$ cat config.mk
export PLATFORM = sky130hd
export DESIGN_NAME = pipe_hazard_ctrl
export DESIGN_NICKNAME = d
export VERILOG_FILES = /design/src/rtl/pipe_pkg.sv /design/src/rtl/fwd_unit.sv /design/src/rtl/pipe_hazard_ctrl.sv
export SDC_FILE = /design/constraint.sdc
export NUM_CORES = 1
export LEC_CHECK = 0
export BUFFER_PORTS_ARGS = -buffer_cell sky130_fd_sc_hd__buf_2
export CAP_MARGIN = 5
export CORE_UTILIZATION = 54
export CTS_BUF_LIST = sky130_fd_sc_hd__clkbuf_8
export DETAILED_ROUTE_END_ITERATION = 12
export PLACE_DENSITY = 0.95
export REMOVE_ABC_BUFFERS = 1
export SYNTH_ARGS = -nofsm -noshare
export SYNTH_HDL_FRONTEND = slang
export SYNTH_SLANG_ARGS = --single-unit
export TNS_END_PERCENT = 10
$ cat constraint.sdc
create_clock -name clk -period 4.4 [get_ports clk]
set_clock_uncertainty 0.1 [all_clocks]
set_input_delay 0.22 -clock clk [delete_from_list [all_inputs] [get_ports clk]]
set_output_delay 0.22 -clock clk [all_outputs]
set_load 0.05 [all_outputs]
$ cat src/rtl/pipe_pkg.sv
// Shared types and encodings for the pipeline hazard controller:
// FSM states, next-PC select codes, forwarding select codes.
package pipe_pkg;

    typedef enum logic [1:0] {
        ST_RUN    = 2'd0,
        ST_LSTALL = 2'd1,
        ST_DRAIN  = 2'd2,
        ST_HALTED = 2'd3
    } hz_state_e;

    localparam logic [1:0] PCSEL_SEQ = 2'b00;
    localparam logic [1:0] PCSEL_BR  = 2'b01;
    localparam logic [1:0] PCSEL_JMP = 2'b10;

    localparam logic [1:0] FWD_RF  = 2'b00;
    localparam logic [1:0] FWD_MEM = 2'b01;
    localparam logic [1:0] FWD_WB  = 2'b10;

    localparam int REG_ZERO = 0;

endpackage

$ cat src/rtl/fwd_unit.sv
// EX-stage operand forwarding selects and ID-stage write-through bypass.
// Purely combinational; r0 is never forwarded or bypassed.
module fwd_unit
    import pipe_pkg::*;
#(
    parameter int REG_W = 5
) (
    input  logic             v_mem,
    input  logic             mem_regwr,
    input  logic             mem_ovf,
    input  logic [REG_W-1:0] mem_rw,
    input  logic             v_wb,
    input  logic             wb_we,
    input  logic [REG_W-1:0] wb_rw,
    input  logic [REG_W-1:0] ex_rs,
    input  logic [REG_W-1:0] ex_rt,
    input  logic [REG_W-1:0] id_rs,
    input  logic [REG_W-1:0] id_rt,
    output logic [1:0]       fwd_a,
    output logic [1:0]       fwd_b,
    output logic             id_byp_a,
    output logic             id_byp_b
);

    logic mem_live;
    logic wb_live;

    assign mem_live = v_mem & mem_regwr & ~mem_ovf;
    assign wb_live  = v_wb & wb_we;

    // MEM result is younger than WB data, so it wins when both match
    function automatic logic [1:0] pick_src(input logic [REG_W-1:0] src,
                                            input logic             m_live,
                                            input logic [REG_W-1:0] m_rw,
                                            input logic             w_live,
                                            input logic [REG_W-1:0] w_rw);
        logic [1:0] sel;
        if (src == REG_W'(REG_ZERO)) begin
            sel = FWD_RF;
        end else if (m_live && (m_rw == src)) begin
            sel = FWD_MEM;
        end else if (w_live && (w_rw == src)) begin
            sel = FWD_WB;
        end else begin
            sel = FWD_RF;
        end
        return sel;
    endfunction

    assign fwd_a    = pick_src(ex_rs, mem_live, mem_rw, wb_live, wb_rw);
    assign fwd_b    = pick_src(ex_rt, mem_live, mem_rw, wb_live, wb_rw);
    assign id_byp_a = wb_live & (wb_rw == id_rs) & (id_rs != REG_W'(REG_ZERO));
    assign id_byp_b = wb_live & (wb_rw == id_rt) & (id_rt != REG_W'(REG_ZERO));

endmodule

$ cat src/rtl/pipe_hazard_ctrl.sv
// Central hazard controller for the 5-stage pipeline: enables, flushes,
// forwarding, next-PC select, stage valid tracking, stall/redirect/halt FSM.
module pipe_hazard_ctrl
    import pipe_pkg::*;
#(
    parameter int REG_W = 5,
    parameter int CNT_W = 16
) (
    input  logic             clk,
    input  logic             rst,
    input  logic [REG_W-1:0] id_rs,
    input  logic [REG_W-1:0] id_rt,
    input  logic             id_use_rs,
    input  logic             id_use_rt,
    input  logic [REG_W-1:0] ex_rs,
    input  logic [REG_W-1:0] ex_rt,
    input  logic [REG_W-1:0] ex_rw,
    input  logic             ex_regwr,
    input  logic             ex_memtoreg,
    input  logic [REG_W-1:0] mem_rw,
    input  logic             mem_regwr,
    input  logic             mem_ovf,
    input  logic             mem_branch,
    input  logic             mem_zero,
    input  logic             mem_jump,
    input  logic [REG_W-1:0] wb_rw,
    input  logic             wb_we,
    input  logic             halt_req,
    output logic             pc_en,
    output logic             ifid_en,
    output logic             idex_en,
    output logic             ifid_flush,
    output logic             idex_flush,
    output logic             exmem_flush,
    output logic [1:0]       pc_sel,
    output logic [1:0]       fwd_a,
    output logic [1:0]       fwd_b,
    output logic             id_byp_a,
    output logic             id_byp_b,
    output logic             v_id,
    output logic             v_ex,
    output logic             v_mem,
    output logic             v_wb,
    output logic             halt_ack,
    output logic [CNT_W-1:0] stall_cnt,
    output logic [CNT_W-1:0] flush_cnt
);

    localparam logic [CNT_W-1:0] CNT_MAX = '1;

    hz_state_e state;
    hz_state_e next_state;
    logic      load_use;
    logic      redirect;
    logic      stall_inc;
    logic      flush_inc;

    fwd_unit #(.REG_W(REG_W)) u_fwd (
        .v_mem     (v_mem),
        .mem_regwr (mem_regwr),
        .mem_ovf   (mem_ovf),
        .mem_rw    (mem_rw),
        .v_wb      (v_wb),
        .wb_we     (wb_we),
        .wb_rw     (wb_rw),
        .ex_rs     (ex_rs),
        .ex_rt     (ex_rt),
        .id_rs     (id_rs),
        .id_rt     (id_rt),
        .fwd_a     (fwd_a),
        .fwd_b     (fwd_b),
        .id_byp_a  (id_byp_a),
        .id_byp_b  (id_byp_b)
    );

    // A load that never reaches the register file cannot create a hazard
    assign load_use = v_ex & ex_memtoreg & ex_regwr & (ex_rw != REG_W'(REG_ZERO)) &
                      ((id_use_rs & (id_rs == ex_rw)) | (id_use_rt & (id_rt == ex_rw)));
    assign redirect = v_mem & ((mem_branch & mem_zero) | mem_jump);
    assign halt_ack = (state == ST_HALTED);

    // Control outputs and next state; redirect > halt > load-use
    always_comb begin
        pc_en       = 1'b1;
        ifid_en     = 1'b1;
        idex_en     = 1'b1;
        ifid_flush  = 1'b0;
        idex_flush  = 1'b0;
        exmem_flush = 1'b0;
        pc_sel      = PCSEL_SEQ;
        next_state  = state;
        stall_inc   = 1'b0;
        flush_inc   = 1'b0;
        if (rst) begin
            pc_en       = 1'b0;
            ifid_en     = 1'b0;
            idex_en     = 1'b0;
            ifid_flush  = 1'b1;
            idex_flush  = 1'b1;
            exmem_flush = 1'b1;
            next_state  = ST_RUN;
        end else begin
            case (state)
                ST_RUN, ST_LSTALL, ST_DRAIN: begin
                    if (redirect) begin
                        pc_sel      = mem_jump ? PCSEL_JMP : PCSEL_BR;
                        ifid_flush  = 1'b1;
                        idex_flush  = 1'b1;
                        exmem_flush = 1'b1;
                        flush_inc   = 1'b1;
                        next_state  = halt_req ? ST_DRAIN : ST_RUN;
                    end else if (state == ST_DRAIN) begin
                        pc_en      = 1'b0;
                        ifid_flush = 1'b1;
                        next_state = (v_ex | v_mem | v_wb) ? ST_DRAIN : ST_HALTED;
                    end else if (halt_req) begin
                        pc_en      = 1'b0;
                        ifid_flush = 1'b1;
                        next_state = ST_DRAIN;
                    end else if ((state == ST_RUN) && load_use) begin
                        pc_en      = 1'b0;
                        ifid_en    = 1'b0;
                        idex_flush = 1'b1;
                        stall_inc  = 1'b1;
                        next_state = ST_LSTALL;
                    end else begin
                        next_state = ST_RUN;
                    end
                end
                ST_HALTED: begin
                    pc_en      = 1'b0;
                    ifid_en    = 1'b0;
                    idex_en    = 1'b0;
                    next_state = halt_req ? ST_HALTED : ST_RUN;
                end
                default: begin
                    next_state = ST_RUN;
                end
            endcase
        end
    end

    // FSM state, stage valid bits and saturating event counters
    always_ff @(posedge clk or posedge rst) begin
        if (rst) begin
            state     <= ST_RUN;
            v_id      <= 1'b0;
            v_ex      <= 1'b0;
            v_mem     <= 1'b0;
            v_wb      <= 1'b0;
            stall_cnt <= '0;
            flush_cnt <= '0;
        end else begin
            state <= next_state;
            v_id  <= ifid_flush ? 1'b0 : (ifid_en ? pc_en : v_id);
            v_ex  <= idex_flush ? 1'b0 : (idex_en ? v_id : v_ex);
            v_mem <= v_ex & ~exmem_flush;
            v_wb  <= v_mem;
            if (stall_inc && (stall_cnt != CNT_MAX)) begin
                stall_cnt <= stall_cnt + CNT_W'(1);
            end else begin
                stall_cnt <= stall_cnt;
            end
            if (flush_inc && (flush_cnt != CNT_MAX)) begin
                flush_cnt <= flush_cnt + CNT_W'(1);
            end else begin
                flush_cnt <= flush_cnt;
            end
        end
    end

endmodule
== Yosys cells after proc, flatten, opt, wreduce, memory -nomap -nowiden ==
Index checks and enable logic that the tools add are counted.
Widths: inputs -> output; s select.

* Register bits after elaboration: 38
* Bits in latches: 0
* Memory bits (writable): 0
* ROM bits: 0
* Bits of input ports: 48
* Output and inout port bits: 51
* Word-level logic and storage cells: 114
* Memories kept: 0

* $add $sub $neg: 2
* Multiply operators: 0
* Div/mod/pow operators: 0
* Order comparisons: 0
* Equal/unequal tests: 13
* Shift-type cells: 0
* Mux-type cells: 54
* Bitwise gates (word level): 22
* Reduce and logical (&&, ||, !) cells: 16

{| class="wikitable"
|+ Operators with widths
! operator !! count
|-
| $eq 5x5->1 || 8
|-
| $mux 1 || 35
|-
| $add 16x1->16 const B || 2
|-
| $mux 2 || 16
|-
| $ne 16x16->1 const B || 2
|-
| $and 1x1->1 || 16
|-
| $reduce_bool 5->1 || 3
|-
| $logic_not 5->1 || 2
|-
| $logic_and 1x1->1 || 7
|-
| $eq 2x2->1 const B || 2
|-
| $or 1x1->1 || 4
|-
| $pmux 1 s2 || 2
|-
| $pmux 2 s2 || 1
|-
| $reduce_bool 2->1 || 2
|-
| $reduce_or 3->1 || 1
|-
| $eq 2x1->1 const B || 1
|-
| $logic_not 2->1 || 1
|-
| $not 1->1 || 2
|}

== Logic depth before layout (Yosys ltp) ==
Gate-level depths: netlist of the first run.

* Depth in word-level cells: 13
* Mapped depth: 8
* Depth with buffers taken out: 6

== Hierarchy ==
Synthesis of the first run repeated with hierarchy kept, for this count alone.

* Cell total of the unflattened synthesis: 263
* Area total of the unflattened synthesis: 2,422.3 sq um

{| class="wikitable"
|+ Modules (own cells, without submodules)
! module !! instances !! cells each !! area an instance (sq um) !! sequential area each (sq um)
|-
| pipe_hazard_ctrl || 1 || 202 || 1,994.4 || 950.9
|-
| fwd_unit || 1 || 61 || 427.9 || 0.0
|}

== Worst setup path after synthesis of the first run ==
Ideal clock, no wire load.

* Path type: register to output
* Start point: register v_mem
* End point: output port fwd_a[0]
* Arrival time: 2.885 ns
* Required time: 4.080 ns
* Slack: 1.195 ns
* Cell stages (with the launch flop): 4
* Path buffers: 0
* Cells stage by stage: dfrtp_1 nand3b_1 or4_1 nor4_1

* Longest elaborated chain between the ends: 5

{| class="wikitable"
|+ Ends and longest elaborated chain
! element !! line !! RTL
|-
| start: declaration || pipe_hazard_ctrl.sv:42 || <nowiki>output logic v_mem,</nowiki>
|-
| start signal: assignment || pipe_hazard_ctrl.sv:157 || <nowiki>v_mem <= v_ex & ~exmem_flush;</nowiki>
|-
| $and 1x1->1 (2 in a row) || fwd_unit.sv:28 || <nowiki>assign mem_live = v_mem & mem_regwr & ~mem_ovf;</nowiki>
|-
| $logic_and 1x1->1 || fwd_unit.sv:40 || <nowiki>end else if (m_live && (m_rw == src)) begin</nowiki>
|-
| $mux 2 || fwd_unit.sv:40 ||
|-
| $mux 2 || fwd_unit.sv:38 || <nowiki>if (src == REG_W'(REG_ZERO)) begin</nowiki>
|-
| end: declaration || pipe_hazard_ctrl.sv:36 || <nowiki>output logic [1:0] fwd_a,</nowiki>
|}

Every way passes these cells.

== Worst setup path in the final report of the first run ==
* Start point: register state[0]
* End point: output port ifid_en

* Longest elaborated chain between the ends: 8
* Elaborated cells between the ends (all ways): 12
* Classes of those cells: eq/ne: 3; mux: 6; reduce/logical: 3

{| class="wikitable"
|+ Ends and longest elaborated chain
! element !! line !! RTL
|-
| start: declaration || pipe_hazard_ctrl.sv:51 || <nowiki>hz_state_e state;</nowiki>
|-
| start signal: assignment || pipe_hazard_ctrl.sv:154 || <nowiki>state <= next_state;</nowiki>
|-
| $logic_not 2->1 || pipe_hazard_ctrl.sv:103, pipe_hazard_ctrl.sv:120 ||
|-
| $logic_and 1x1->1 || pipe_hazard_ctrl.sv:120 || <nowiki>end else if ((state == ST_RUN) && load_use) begin</nowiki>
|-
| $mux 1 || pipe_hazard_ctrl.sv:120 ||
|-
| $mux 1 || pipe_hazard_ctrl.sv:116 || <nowiki>end else if (halt_req) begin</nowiki>
|-
| $mux 1 || pipe_hazard_ctrl.sv:112 || <nowiki>end else if (state == ST_DRAIN) begin</nowiki>
|-
| $mux 1 || pipe_hazard_ctrl.sv:105 || <nowiki>if (redirect) begin</nowiki>
|-
| $pmux 1 s2 * || pipe_hazard_ctrl.sv:103 || <nowiki>case (state)</nowiki>
|-
| $mux 1 * || pipe_hazard_ctrl.sv:94 || <nowiki>if (rst) begin</nowiki>
|-
| end: declaration || pipe_hazard_ctrl.sv:30 || <nowiki>output logic ifid_en,</nowiki>
|}

Mark *: on every way between the ends. The rest lies on a longest branch, timed or not.

==> flow_metrics.env, run 1 <==
export IMPL_clock_latency_ps=280
export IMPL_r2r_start="v_mem$_DFF_PP0_"
export IMPL_fin_crit_ps=2440
export IMPL_grt_max_degree=39
export IMPL_synth_top_family_by_area="simple AND/OR/NAND/NOR gates"
export IMPL_synth_cells=259
export IMPL_start_util_pct=56.1
export IMPL_cap_viol_max_count=0
export IMPL_antenna_found_initial=0
export IMPL_ys_seq_elements=38
export IMPL_cts_sinks=38
export IMPL_setup_viol=0
export IMPL_fin_setup_tns_ps=0
export IMPL_cts_buffer_depth=2
export IMPL_power_density_nw_per_um2=257
export IMPL_antenna_cells=0
export IMPL_slew_violations=0
export IMPL_rsz0062_at_grt="false"
export IMPL_via_per_inst=5.46
export IMPL_synth_simple_area_share_pct=26.4
export IMPL_worst_slew_pin_slew_ps=602
export IMPL_drive_above_1_share_pct=32.9
export IMPL_synth_ff_type="dfrtp_1"
export IMPL_ir_worst_vdd_v=0.000196
export IMPL_start_kind="register"
export IMPL_cts_made_buffers=5
export IMPL_seq_area_frac_synth_pct=38.9
export IMPL_setup_slack_ps=1960
export IMPL_synthXorXnorAreaFrac_pct=23.6
export IMPL_crit_arrival_ps=2120
export IMPL_wire_per_inst_um=14.0
export IMPL_cts_htree_levels=2
export IMPL_cpPeakStageDelay_ps=550
export IMPL_synth_most_common_cell="dfrtp_1"
export IMPL_period_share_pct=55.4
export IMPL_fp_row_count=24
export IMPL_synth_distinct_cells=43
export IMPL_cts_setup_buffers=0
export IMPL_synth_mux_area_fraction_pct=1.33
export IMPL_place_gp_congestion=0.929
export IMPL_synth_top_area_share_pct=38.9
export IMPL_die_area_um2=4800
export IMPL_synthArstFlopShare_pct=100
export IMPL_fillers=336
export IMPL_grt_overflow=0
export IMPL_p_leak_uw=0.00156
export IMPL_drc_errors=0
export IMPL_hold_path_class="in2async"
export IMPL_outcome="completed"
export IMPL_clk_pin_slew_worst_paths_ps=70
export IMPL_path_class="reg2out"
export IMPL_slew_headroom_pct=59.8
export IMPL_crit_chain="and4bb_1 > o211ai_2 > or4b_1 > and2_1 > buf_2"
export IMPL_grt_usage_pct=25.3
export IMPL_drtIter0Drc=129
export IMPL_hpwl_mm=4.55
export IMPL_port_buffers=98
export IMPL_die_w_um=69.3
export IMPL_crit_start="state[0]$_DFF_PP0_"
export IMPL_ant_nets=0
export IMPL_avgSynthCellArea_um2=9.44
export IMPL_cp_required_ps=4080
export IMPL_yosys_warnings=0
export IMPL_cts_hold_buf=0
export IMPL_path_max_fanout=7
export IMPL_dr_pass1_iters=6
export IMPL_core_um2=4350
export IMPL_end_kind="output pin"
export IMPL_yosysTopAreaCell="dfrtp_1"
export IMPL_netlist_top_cells_count="dfrtp_1 (38), xnor2_1 (36), xor2_1 (30)"
export IMPL_synth_compound_area_share_pct=5.48
export IMPL_cts_resized_gates=0
export IMPL_crit_slowest_cell="or4b_1"
export IMPL_pre_cts_ws_ps=2200
export IMPL_first_global_vias=2191
export IMPL_syn_to_final_growth_pct=26.0
export IMPL_p_total_uw=791
export IMPL_synth_adder_area_share_pct=1.02
export IMPL_routed_wl_mm=5.76
export IMPL_grt_first_pass_wirelength_mm=9.85
export IMPL_die_h_um=69.3
export IMPL_nNetsFinal=409
export IMPL_synth_edf_count=0
export IMPL_synth_area_leaders="dfrtp_1 (39%), xnor2_1 (13%), xor2_1 (11%)"
export IMPL_vias=2244
export IMPL_fmax_mhz=410
export IMPL_syn_area_um2=2440
export IMPL_cts_tree="done"
export IMPL_clockRootBuffer="clkbuf_8"
export IMPL_pin_count=99
export IMPL_hold_violations=0
## layout by cell type (no fill, tap or decap), types with 3 or more instances in the layout
cell type	synthesis	routed
dfrtp_1	38	38
xor2_1	30	30
nor4_1	8	8
nand2_2	3	3
nand4_1	8	8
and3_1	4	4
nand2_1	15	15
nand3_1	15	15
nor3_1	16	16
a21oi_1	7	7
inv_1	11	11
clkbuf_8	0	6
xnor2_1	36	36
buf_2	0	98
nor2_1	20	20
or4_1	4	4
and4_1	4	4
## routing by layer
layer	track usage (%)	wire length, µm	up-vias
met4	7.48	34	0
met2	42.7	2890	91
li1	-	-	1101
met3	5.23	371	4
met1	32.6	2470	1048
met5	0	0	-
## final timing paths
check	slack, ps	endpoint	depth (start not counted)
setup / recovery	1960	ifid_en	5
hold / removal	30	flush_cnt[15]$_DFFE_PP0P_	3
setup reg to reg	2150	flush_cnt[10]$_DFFE_PP0P_	5
hold reg to reg	400	flush_cnt[15]$_DFFE_PP0P_	1
max in group asynchronous	3850	flush_cnt[5]$_DFFE_PP0P_	3
min in group clk	90	state[1]$_DFF_PP0_	2
## per-stage QoR
step | utilization (%) | hold WS, ps | std cells | cell area (µm²)
after floorplan | - | 186 | 253 | 2410
after global placement | 68.2 | 324 | 404 | 2970
after detailed placement | 68.2 | 342 | 404 | 2970
after CTS | 70.8 | 38.2 | 411 | 3080
after global routing | 70.8 | 88.1 | 411 | 3080
final | 70.8 | 26.2 | 411 | 3080
## area by class of cell
class	instances	area [µm²]	area share [%]
Clock inverter	1	30.0	0.974
Timing Repair Buffer	99	498	16.2
Inverter	11	41.3	1.34
Sequential cell	38	951	30.9
Clock buffer	6	82.6	2.68
Tap cell	52	65.1	2.11
Multi-Input combinational cell	204	1410	45.9
## worst max-delay path, delay by kind of cell, from the launching register on
family	cells	cell delay [ps]
simple gates	3	1060
flops	1	450
buf+inv	1	200
compound gates	1	130
## state kept, by name, summed over array words and instances, names as in the netlist
| signal | count |
|---|---|
| stall_cnt | 16 |
| v_wb | 1 |
| state | 2 |
| v_ex | 1 |
| flush_cnt | 16 |
| v_id | 1 |
| v_mem | 1 |
## kinds of logic (layout without fill, tap and decap cells)
| family | count (synthesis) | count (layout) |
|---|---|---|
| XOR/XNOR | 66 | 66 |
| flip-flops | 38 | 38 |
| adder cells (fa/ha/maj) | 2 | 2 |
| buffers and inverters | 17 | 117 |
| AO/OA/AOI/OAI | 20 | 20 |
| multiplexers | 3 | 3 |
| AND/OR/NAND/NOR | 113 | 113 |
## report_power, final
group	switching [µW]	internal, µW	total [µW]
logic	81.5	50.5	132
registers	6.11	354	360
clock network	118	181	299
Note: power is estimated with default switching activity, not from simulation.
==> inputs of run 2 (changes only) <==
--- a/config.mk
+++ b/config.mk
@@ -7,10 +7,10 @@
 export LEC_CHECK = 0
 export BUFFER_PORTS_ARGS = -buffer_cell sky130_fd_sc_hd__buf_2
 export CAP_MARGIN = 5
-export CORE_UTILIZATION = 54
+export CORE_UTILIZATION = 50
 export CTS_BUF_LIST = sky130_fd_sc_hd__clkbuf_8
 export DETAILED_ROUTE_END_ITERATION = 12
-export PLACE_DENSITY = 0.95
+export PLACE_DENSITY = 0.89
 export REMOVE_ABC_BUFFERS = 1
 export SYNTH_ARGS = -nofsm -noshare
 export SYNTH_HDL_FRONTEND = slang
==> constraint.sdc (replaced) <==
create_clock -name clk -period 2.36 [get_ports clk]
set_clock_uncertainty 0.1 [all_clocks]
set_input_delay 0.118 -clock clk [delete_from_list [all_inputs] [get_ports clk]]
set_output_delay 0.118 -clock clk [all_outputs]
set_load 0.05 [all_outputs]
==> run 2 against run 1 <==
Critical endpoint unchanged. Sequential share of layout area decreased by 0.27 points. Die area up 7.8%. Total power increased by 75%. Cell area rose by 1.0%.
==> flow_metrics.env, run 2 (synthesis gave the netlist of run 1 again) <==
export IMPL_setup_slack_ps=72.4
export IMPL_hold_start="halt_req"
export IMPL_cts_tree="done"
export IMPL_port_buffers=98
export IMPL_pre_cts_ws_ps=314
export IMPL_antenna_cells=0
export IMPL_die_h_um=71.9
export IMPL_fmax_mhz=437
export IMPL_crit_arrival_ps=2070
export IMPL_path_class="reg2out"
export IMPL_clock_latency_ps=290
export IMPL_fillers=378
export IMPL_sequentialPowerShare_pct=48.7
export IMPL_switching_share_pct=28.3
export IMPL_top_regs="flush_cnt (16), stall_cnt (16), state (2)"
export IMPL_antenna_found_initial=0
export IMPL_drive_above_1_share_pct=33.9
export IMPL_p_int_uw=992
export IMPL_end_kind="output pin"
export IMPL_p_leak_uw=0.00156
export IMPL_r2r_slack_ps=310
export IMPL_final_common_cell="buf_2"
export IMPL_p_comb_share_pct=18.2
export IMPL_rr_endpoint="stall_cnt[14]$_DFFE_PP0P_"
export IMPL_place_gp_congestion=0.911
export IMPL_first_global_vias=2160
export IMPL_power_density_nw_per_um2=444
export IMPL_clockRootBuffer="clkbuf_8"
export IMPL_drtIter0Drc=99
export IMPL_grt_max_degree=39
export IMPL_fin_crit_ps=2290
export IMPL_vias=2305
export IMPL_die_w_um=71.9
export IMPL_ant_nets=0
export IMPL_cts_made_buffers=5
export IMPL_hold_path_depth=3
export IMPL_wire_per_inst_um=13.9
export IMPL_hold_path_class="in2reg"
export IMPL_setup_viol=0
export IMPL_r2r_cells=6
export IMPL_cts_sinks=38
export IMPL_power_switching_uw=391
export IMPL_slew_violations=0
export IMPL_dr_pass1_iters=4
export IMPL_drc_errors=0
export IMPL_grt_overflow=0
export IMPL_worst_slew_pin_slew_ps=567
export IMPL_hold_violations=0
export IMPL_cap_viol_max_count=0
export IMPL_r2r_start="state[1]$_DFF_PP0_"
export IMPL_cts_setup_buffers=0
export IMPL_ir_worst_vdd_v=0.000434
export IMPL_grt_usage_pct=24.1
export IMPL_cts_buffer_depth=2
export IMPL_via_per_inst=5.36
export IMPL_rsz0062_at_grt="false"
export IMPL_cts_htree_levels=2
export IMPL_syn_to_final_growth_pct=27.3
export IMPL_outcome="completed"
export IMPL_hpwl_mm=4.82
export IMPL_grt_first_pass_wirelength_mm=9.70
export IMPL_layout_common_cells="buf_2 (98), dfrtp_1 (37), xnor2_1 (36)"
export IMPL_slew_headroom_pct=62.1
export IMPL_path_max_fanout=5
export IMPL_p_clk_share_pct=33.2
export IMPL_fp_row_count=25
export IMPL_die_area_um2=5170
export IMPL_hold_path_end="state[1]$_DFF_PP0_"
export IMPL_routed_wl_mm=6.00
export IMPL_cp_required_ps=2140
export IMPL_period_share_pct=96.9
export IMPL_start_kind="register"
export IMPL_timing_hold_ws_ps=99.4
export IMPL_pin_count=99
export IMPL_core_um2=4720
export IMPL_start_util_pct=51.8
export IMPL_clk_pin_slew_worst_paths_ps=70
export IMPL_nNetsFinal=412
run 2: changes by cell type in the layout (fill, tap and decap cells not counted):
cell and delta:
buf_4 +2, bufinv_16 -1, clkinv_2 +1, clkinvlp_4 +1, dfrtp_1 -1, dfrtp_2 +1, dlygate4sd3_1 +1, or4b_1 -1
or4b_4 +1
run 2: power by group through the flow:
stage / Combinational (µW) / Clock, µW / Sequential [µW]
2_1_floorplan: 122 / 0 / 707
3_3_place_gp: 245 / 0 / 683
3_5_place_dp: 251 / 0 / 685
4_1_cts: 252 / 469 / 672
5_1_grt: 272 / 503 / 674
6_report: 251 / 459 / 673
run 2: critical path, cell delays in order (launching register included):
cell and delay (ps):
dfrtp_1 450, and4bb_1 310, o211ai_2 130, or4b_4 510, and2_1 180, buf_2 210
run 2: worst max path at each step:
| stage | from | endpoint | slack [ps] | cells past startpoint |
|---|---|---|---|---|
| floorplan | v_mem$_DFF_PP0_ | fwd_a[0] | -740 | 3 |
| global placement | state[0]$_DFF_PP0_ | ifid_en | 370 | 5 |
| detailed placement | state[0]$_DFF_PP0_ | stall_cnt[14]$_DFFE_PP0P_ | 310 | 6 |
| CTS | state[0]$_DFF_PP0_ | ifid_en | 30 | 5 |
| global route | state[0]$_DFF_PP0_ | ifid_en | 30 | 5 |
| finish | state[1]$_DFF_PP0_ | ifid_en | 70 | 5 |
run 2: layout make-up:
type	count	area, µm²	share of cell area [%]
Clock buffer	6	82.6	2.65
Clock inverter	2	12.5	0.402
Inverter	11	41.3	1.33
Multi-Input combinational cell	204	1420	45.5
Sequential cell	38	952	30.6
Tap cell	67	83.8	2.69
Timing Repair Buffer	102	523	16.8
run 2: routing by layer:
metal / share of wire, % / vias to the layer above / global-route usage [%]
li1: - / 1103 / -
met1: 43 / 1098 / 29.0
met2: 51 / 91 / 43.6
met3: 4.2 / 13 / 4.86
met4: 1.9 / 0 / 7.19
met5: 0 / - / 0
run 2: stage by stage:
stage	std cells	util (%)	setup TNS [ps]	instance area, µm²	total power (µW)
after global placement	421	63.6	0	3000	927
after floorplan	253	-	-2370	2410	829
after global routing	430	65.9	0	3110	1450
final	430	65.9	0	3110	1380
after CTS	430	65.8	0	3110	1390
after detailed placement	421	63.6	0	3000	936
run 2: what timing repair did:
item / in CTS / in global routing
hold buffers: 1 / 0
endpoints found under the setup margin: 0 / 1
resized for setup: 0 / 2
endpoints found under the hold margin: 40 / 0
